`config.mk`:
```
export PLATFORM = sky130hd
export DESIGN_NAME = spi_dac_rx
export DESIGN_NICKNAME = d
export VERILOG_FILES = /design/src/rtl/spi_dac_rx.sv
export SDC_FILE = /design/constraint.sdc
export NUM_CORES = 1
export LEC_CHECK = 0
export ABC_AREA = 1
export BUFFER_PORTS_ARGS = -buffer_cell sky130_fd_sc_hd__buf_4
export CELL_PAD_IN_SITES_DETAIL_PLACEMENT = 0
export CELL_PAD_IN_SITES_GLOBAL_PLACEMENT = 1
export CORE_UTILIZATION = 40
export DETAILED_ROUTE_END_ITERATION = 12
export PLACE_DENSITY_LB_ADDON = 0.1
export SLEW_MARGIN = 40
export SYNTH_ARGS = -nofsm -noshare
export SYNTH_HDL_FRONTEND = slang
export SYNTH_SLANG_ARGS = --single-unit
```
`constraint.sdc`:
```
create_clock -name clk -period 2.3 [get_ports clk]
set_input_delay 0.575 -clock clk [delete_from_list [all_inputs] [get_ports clk]]
set_output_delay 0.575 -clock clk [all_outputs]
set_load 0.005 [all_outputs]
```
`src/rtl/spi_dac_rx.sv`:
```
// spi_dac_rx: SPI slave receiver for the 16-bit DAC command frame.
// Oversamples n_CS/SCK/SDI in the clk domain and shifts one word per
// chip-select window. On n_CS deassertion the frame is either published as
// word/cfg/data with a one-cycle strobe, or rejected with an error pulse.
module spi_dac_rx #(
  parameter int WORD_BITS   = 16,
  parameter int CFG_BITS    = 4,
  parameter int SYNC_STAGES = 2
) (
  input  logic                          clk,
  input  logic                          n_rst,
  input  logic                          n_CS,
  input  logic                          SCK,
  input  logic                          SDI,
  output logic [WORD_BITS-1:0]          word_out,
  output logic [CFG_BITS-1:0]           cfg_out,
  output logic [WORD_BITS-CFG_BITS-1:0] data_out,
  output logic                          word_valid,
  output logic                          frame_err,
  output logic [7:0]                    err_count,
  output logic                          busy
);

  // Counter doubles as the bit counter (SHIFT) and the settle counter
  // (WAIT_HIGH), so it must cover both WORD_BITS+1 and SYNC_STAGES.
  localparam int CNT_TOP = (WORD_BITS + 1 > SYNC_STAGES) ? WORD_BITS + 1 : SYNC_STAGES;
  localparam int CNT_W   = $clog2(CNT_TOP + 1);
  localparam logic [CNT_W-1:0] CNT_FULL   = CNT_W'(WORD_BITS);
  localparam logic [CNT_W-1:0] CNT_SAT    = CNT_W'(WORD_BITS + 1);
  localparam logic [CNT_W-1:0] CNT_SETTLE = CNT_W'(SYNC_STAGES);

  typedef enum logic [1:0] {
    WAIT_HIGH = 2'd0,
    IDLE      = 2'd1,
    SHIFT     = 2'd2
  } state_t;

  logic [SYNC_STAGES-1:0] cs_sync_q, cs_sync_d;
  logic [SYNC_STAGES-1:0] sck_sync_q, sck_sync_d;
  logic [SYNC_STAGES-1:0] sdi_sync_q, sdi_sync_d;
  logic                   cs_prev_q, cs_prev_d;
  logic                   sck_prev_q, sck_prev_d;

  state_t                 state_q, state_d;
  logic [WORD_BITS-1:0]   shift_q, shift_d;
  logic [CNT_W-1:0]       cnt_q, cnt_d;
  logic [WORD_BITS-1:0]   word_q, word_d;
  logic                   word_valid_q, word_valid_d;
  logic                   frame_err_q, frame_err_d;
  logic [7:0]             err_count_q, err_count_d;

  logic cs_s, sck_s, sdi_s;
  logic cs_rise, cs_fall, sck_rise, sck_take;

  assign cs_s     = cs_sync_q[SYNC_STAGES-1];
  assign sck_s    = sck_sync_q[SYNC_STAGES-1];
  assign sdi_s    = sdi_sync_q[SYNC_STAGES-1];
  assign cs_rise  = cs_s & ~cs_prev_q;
  assign cs_fall  = ~cs_s & cs_prev_q;
  assign sck_rise = sck_s & ~sck_prev_q;
  // SCK edges only count while the synchronized chip select is low.
  assign sck_take = sck_rise & ~cs_s;

  // Synchronizer chains and edge-detect history for the three pins.
  always_comb begin
    cs_sync_d  = {cs_sync_q[SYNC_STAGES-2:0], n_CS};
    sck_sync_d = {sck_sync_q[SYNC_STAGES-2:0], SCK};
    sdi_sync_d = {sdi_sync_q[SYNC_STAGES-2:0], SDI};
    cs_prev_d  = cs_s;
    sck_prev_d = sck_s;
  end

  // Frame FSM: settle after reset, wait for chip select, shift, close frame.
  always_comb begin
    // NOTE: every output of this block gets a default first, so no path
    // leaves a signal unassigned and no latch is inferred.
    state_d      = state_q;
    shift_d      = shift_q;
    cnt_d        = cnt_q;
    word_d       = word_q;
    word_valid_d = 1'b0;
    frame_err_d  = 1'b0;
    err_count_d  = err_count_q;

    case (state_q)
      WAIT_HIGH: begin
        // cs_s must stay high long enough that the value comes from the pin,
        // not from the reset preload of the synchronizer.
        if (!cs_s) begin
          cnt_d = '0;
        end else if (cnt_q == CNT_SETTLE) begin
          state_d = IDLE;
          cnt_d   = '0;
        end else begin
          cnt_d = cnt_q + 1'b1;
        end
      end

      IDLE: begin
        if (cs_fall) begin
          state_d = SHIFT;
          shift_d = '0;
          cnt_d   = '0;
          if (sck_take) begin
            shift_d = {{(WORD_BITS-1){1'b0}}, sdi_s};
            cnt_d   = CNT_W'(1);
          end
        end
      end

      SHIFT: begin
        if (cs_rise) begin
          state_d = IDLE;
          if (cnt_q == CNT_FULL) begin
            word_d       = shift_q;
            word_valid_d = 1'b1;
          end else begin
            frame_err_d = 1'b1;
            if (err_count_q != 8'hFF) err_count_d = err_count_q + 8'd1;
          end
        end else if (sck_take) begin
          shift_d = {shift_q[WORD_BITS-2:0], sdi_s};
          if (cnt_q != CNT_SAT) cnt_d = cnt_q + 1'b1;
        end
      end

      default: state_d = WAIT_HIGH;
    endcase
  end

  // State register with synchronous active-low reset.
  always_ff @(posedge clk) begin
    // NOTE: sequential state uses non-blocking assignments so every flop
    // samples pre-edge values, independent of statement order.
    if (!n_rst) begin
      cs_sync_q    <= '1;
      sck_sync_q   <= '0;
      sdi_sync_q   <= '0;
      cs_prev_q    <= 1'b1;
      sck_prev_q   <= 1'b0;
      state_q      <= WAIT_HIGH;
      shift_q      <= '0;
      cnt_q        <= '0;
      word_q       <= '0;
      word_valid_q <= 1'b0;
      frame_err_q  <= 1'b0;
      err_count_q  <= '0;
    end else begin
      cs_sync_q    <= cs_sync_d;
      sck_sync_q   <= sck_sync_d;
      sdi_sync_q   <= sdi_sync_d;
      cs_prev_q    <= cs_prev_d;
      sck_prev_q   <= sck_prev_d;
      state_q      <= state_d;
      shift_q      <= shift_d;
      cnt_q        <= cnt_d;
      word_q       <= word_d;
      word_valid_q <= word_valid_d;
      frame_err_q  <= frame_err_d;
      err_count_q  <= err_count_d;
    end
  end

  assign word_out   = word_q;
  assign cfg_out    = word_q[WORD_BITS-1 -: CFG_BITS];
  assign data_out   = word_q[WORD_BITS-CFG_BITS-1:0];
  assign word_valid = word_valid_q;
  assign frame_err  = frame_err_q;
  assign err_count  = err_count_q;
  assign busy       = (state_q == SHIFT);

endmodule

```
# == After elaboration in Yosys (flattened, before gate mapping) ==
# Index checks and enable logic that the tools add are counted.
# word_totals
wordCells,64
out_inout_bits,43
inputBits,5
ff_bits,57
# classes
n_mux,20
eq_ne,13
reduce_logical,9
add_sub_neg,2
bitwise_logic,8
# ops
op,n
two-way mux 16 bit,3
case mux 16 bit (2 select lines),1
two-way mux 5 bit,6
case mux 5 bit (3 select lines),1
AND reduction 4 bit,3
adder 8 x 1 -> 8 bit (second input constant),1
two-way mux 2 bit,4
!= test 2 bit (second input constant),4
!= test 8 bit (second input constant),1
!= test 2 x 1 -> 1 bit (second input constant),3
case mux 2 bit (3 select lines),1
AND reduction 3 bit,2
adder 5 x 1 -> 5 bit (second input constant),1
equality test 5 x 2 -> 1 bit (second input constant),1
equality test 5 bit (second input constant),1
!= test 5 bit (second input constant),1
AND reduction 5 bit,1
bitwise AND 1 bit,4
two-way mux 1 bit,4
NOT 1 bit,4
nonzero test 3 bit,1
equality test 2 x 1 -> 1 bit (second input constant),1
equality test 2 bit (second input constant),1
logical NOT 2 bit,1
nonzero test 2 bit,1

# == Depth between registers and ports, before layout ==
# depth
word_depth,6
mapped_depth,11
ltp_nobuf,11

# == Worst setup path after synthesis ==
# OpenSTA, ideal clock, no wires.
# synth_path
kind,reg2reg
from,reg state_q[0]
to,reg shift_q[10]
t_required_ns,2.230
stages_incl_launch_ff,10
setup_ns,0.070
t_arrival_ns,1.449
path_buffers,2
synth_period_minus_slack_ns,1.519
slack_ns,0.781
path_cell_list,dfxtp_1 -> inv_1 -> ha_1 -> buf_2 -> nand2_1 -> nand2_1 -> inv_2 -> buf_4 -> nand3_1 -> a21oi_1
# synth_via
elab_chain_cells,3
elab_cells_between_ends,8
cone_classes,5 x eq/ne; 1 x mux; 2 x reduce/logical
# synth_lines
element,line_no,rtl
start: declaration,44,"state_t state_q, state_d;"
start signal: assignment,154,state_q <= state_d;
equality test 2 bit (*),-,
via busy,21,output logic busy
"!= test 2 x 1 -> 1 bit (no source line), or another cell as far along",-,
AND reduction 4 bit (no source line),-,
end signal: assignment,155,shift_q <= shift_d;
end: declaration,45,"logic [WORD_BITS-1:0] shift_q, shift_d;"
# Mark *: on every way through the listed nets, which the timed path passes. The rest lies on a longest branch.
# A chain may end at the register's enable or synchronous reset.

# == Worst setup path in the final report ==
# layout_path
from,reg state_q[0]
to,out busy
# layout_via
elab_chain_cells,1
# layout_lines
element,line_no,rtl
equality test 2 bit,170,assign busy = (state_q == SHIFT);
end: declaration,21,
# No other way between the ends.

==> flow_summary.toml <==
[status]
status = "finished clean"

[yosys]
ys_seq_area_share_pct = 43.53
synthCells = 353
yosysTopAreaCell = "dfxtp_1"
synth_edf_count = 0
avgSynthCellArea_sq_um = 7.426
syn_nets = 368
async_flop_share_pct = 0
syn_area_sq_mm = 0.002621
synthTopCellsByCount = "nand2_1, dfxtp_1, nor2_1, inv_1, a21oi_1"
ys_warn_count = 0
ys_ff_latch = 57
synth_area_leaders = "dfxtp_1, nand2_1, nor2_1"
ys_types = 29
synth.most_common_cell = "nand2_1"
synth_top_cell_area_share_pct = 43.53
ys.flop_type = "dfxtp_1"

[critical_path]
path_max_fanout = 21
path_class = "register to primary output"
reg2reg_to = "shift_q[0]"
max_stage_delay_ns = 0.41
endpoint_kind = "primary output"
required_ns = 1.73
worstRegToRegCells = 7
slowest_stage = "dfxtp_1"
path_cells = "inv_1 -> ha_1 -> buf_4 -> buf_4"
crit_top_cell = "buf_4"
arrival_ns = 1.40
worstSetupStartpoint = "state_q[0]"
start_kind = "register"
r2r_slack_ns = 0.51
reg2reg_from = "state_q[0]"
endpoint = "busy"

[detailed_routing]
vias_per_cell = 4.666
drtAntennaViolNets = 0
first_iter_violations = 78
drc = 0
firstDrtPassIters = 4
vias = 2193
wire_per_inst_um = 11.69
wl_um = 5496

[timing]
rsz0062_at_grt = "false"
tightest_slew_ns = 0.5196
fmax_ghz = 0.5060
finClkSkew_ns = 0.008473
fin_ws_ns = 0.3239
final-hold-violation-count = 0
fin_crit_sh_pct = 85.92
drv_slew = 0
fin_crit_ns = 1.976
max_slew_margin_pct = 65.28
finalSetupTns_ns = 0
final-setup-viol-count = 0

[cts]
numCtsBuffers = 9
clock_latency_ns = 0.32
postCtsSetupRepairBufs = 0
cts_tree = "done"
cts.sinks = 57
clockRootBuffer = "clkbuf_8"
clk_path_buf_depth = 2
clk_pin_slew_worst_paths_ns = 0.07
htreeDepth = 3
cts_hold_buf = 0
cts-resized-gates = 0

[layout]
syn_to_final_growth_pct = 19.19
antenna_cells = 0
drive_above_1_share_pct = 21.88
fin_cells = 470
nets = 403

[placed_design]
io_buffer_count = 47
place_inst = 454
place_congestion = 0.7630
dpl.hpwl_um = 3799
pre_cts_ws_ns = 0.4955

[pwr]
seq_power_share_pct = 42.9
p_sw_share_pct = 28.95
pwr-share-clk_pct = 39.9
switching_power_mw = 0.7173
p_comb_share_pct = 17.2
p_per_area_mw_per_mm2 = 793.1
p_leak_nw = 1.472
ir_drop_mv = 0.4417
p_int_mw = 1.760

[global_route]
grt_pass1_wl_um = 9625
grt_overflow = 0
grt_max_degree = 24
grt_pass1_vias = 2065
antenna_found_initial = 0
grt_usage_pct = 17.25

[floorplanning]
initial_core_util_pct = 41.28
pin_count = 48
num_rows = 29
die_x_um = 82.95
die_area_sq_mm = 0.006881
dieHeight_um = 82.95
core_area_sq_mm = 0.006350

[hold_path]
hold_class = "register to register"

[job]
maxCapViolCount = 0
==> stage by stage <==
stage	total power, mW	util [%]	hold WS (ns)	instance area, sq um
after floorplan	1.418	-	0.3905	2621
after global placement	1.513	45.89	0.3976	2914
after detailed placement	1.512	45.89	0.4039	2914
after CTS	2.514	49.20	0.4175	3124
after global routing	2.637	49.20	0.4085	3124
final	2.478	49.20	0.4190	3124
==> flip-flops by register name, indices dropped and copies added, names as in the netlist <==
name        cells
shift_q        16
word_out       16
err_count       8
cnt_q           5
cs_sync_q       2
sck_sync_q      2
sdi_sync_q      2
state_q         2
cs_prev_q       1
frame_err       1
sck_prev_q      1
word_valid      1
==> worst min-delay path by stage <==
| stage | startpoint | to | slack [ns] | depth (start not counted) |
|---|---|---|---|---|
| finish | sck_sync_q[0] | sck_sync_q[1] | 0.42 | 2 |
| global route | n_CS | cs_sync_q[0] | 0.41 | 2 |
| global placement | cs_sync_q[0] | cs_sync_q[1] | 0.40 | 1 |
| CTS | n_CS | cs_sync_q[0] | 0.42 | 2 |
| floorplan | sck_sync_q[0] | sck_sync_q[1] | 0.39 | 2 |
| detailed placement | sdi_sync_q[0] | sdi_sync_q[1] | 0.40 | 2 |
==> power by group through the flow <==
stage	clock [mW]	sequential [mW]	combinational, mW
after floorplan	0	1.07	0.347
after global routing	1.07	1.07	0.500
final	0.988	1.06	0.426
after detailed placement	0	1.08	0.427
after global placement	0	1.08	0.428
after CTS	1.02	1.06	0.430
==> cell usage in the layout (no fill, tap or decap), drive strengths merged, types with 3 or more instances in the layout <==
cell type,n
inv,35
nand2,77
a21oi,31
nor2,55
buf,51
ha,10
nand4,3
dfxtp,57
nand3,27
clkinv,4
o21ai,22
clkbuf,10
==> layer usage <==
metal  track usage (%)  share of wire (%)
met5                 0                  0
met1             22.05                 52
met4             4.545               0.66
met2             27.20                 43
met3             6.660                4.7
==> cell type report <==
type	instances	area, sq um
clock buffers	10	127.6
clock inverters	6	82.58
fillers	650	3226
inverters	36	137.6
multi-input cells	233	1156
flip-flops and latches	57	1141
well taps	77	96.34
repair buffers	51	382.9
==> critical path: cells and delay by family, from the launching register on <==
kind                       cells  cell delay [ns]
buffers and inverters          3             0.46
DFF                            1             0.41
adders and majority gates      1             0.21
==> logic make-up (layout without fill, tap and decap cells) <==
group	count (synthesis)	count (layout)	share of synthesized area [%]
DFF	57	57	43.53
xor gates and xnor gates	3	3	1.003
adders and majority gates	10	10	4.773
AOI/OAI and AO/OA	54	54	10.36
buffers and inverters	63	103	12.36
and+or+nand+nor	166	166	27.97
(Power assumes the default switching activity.)
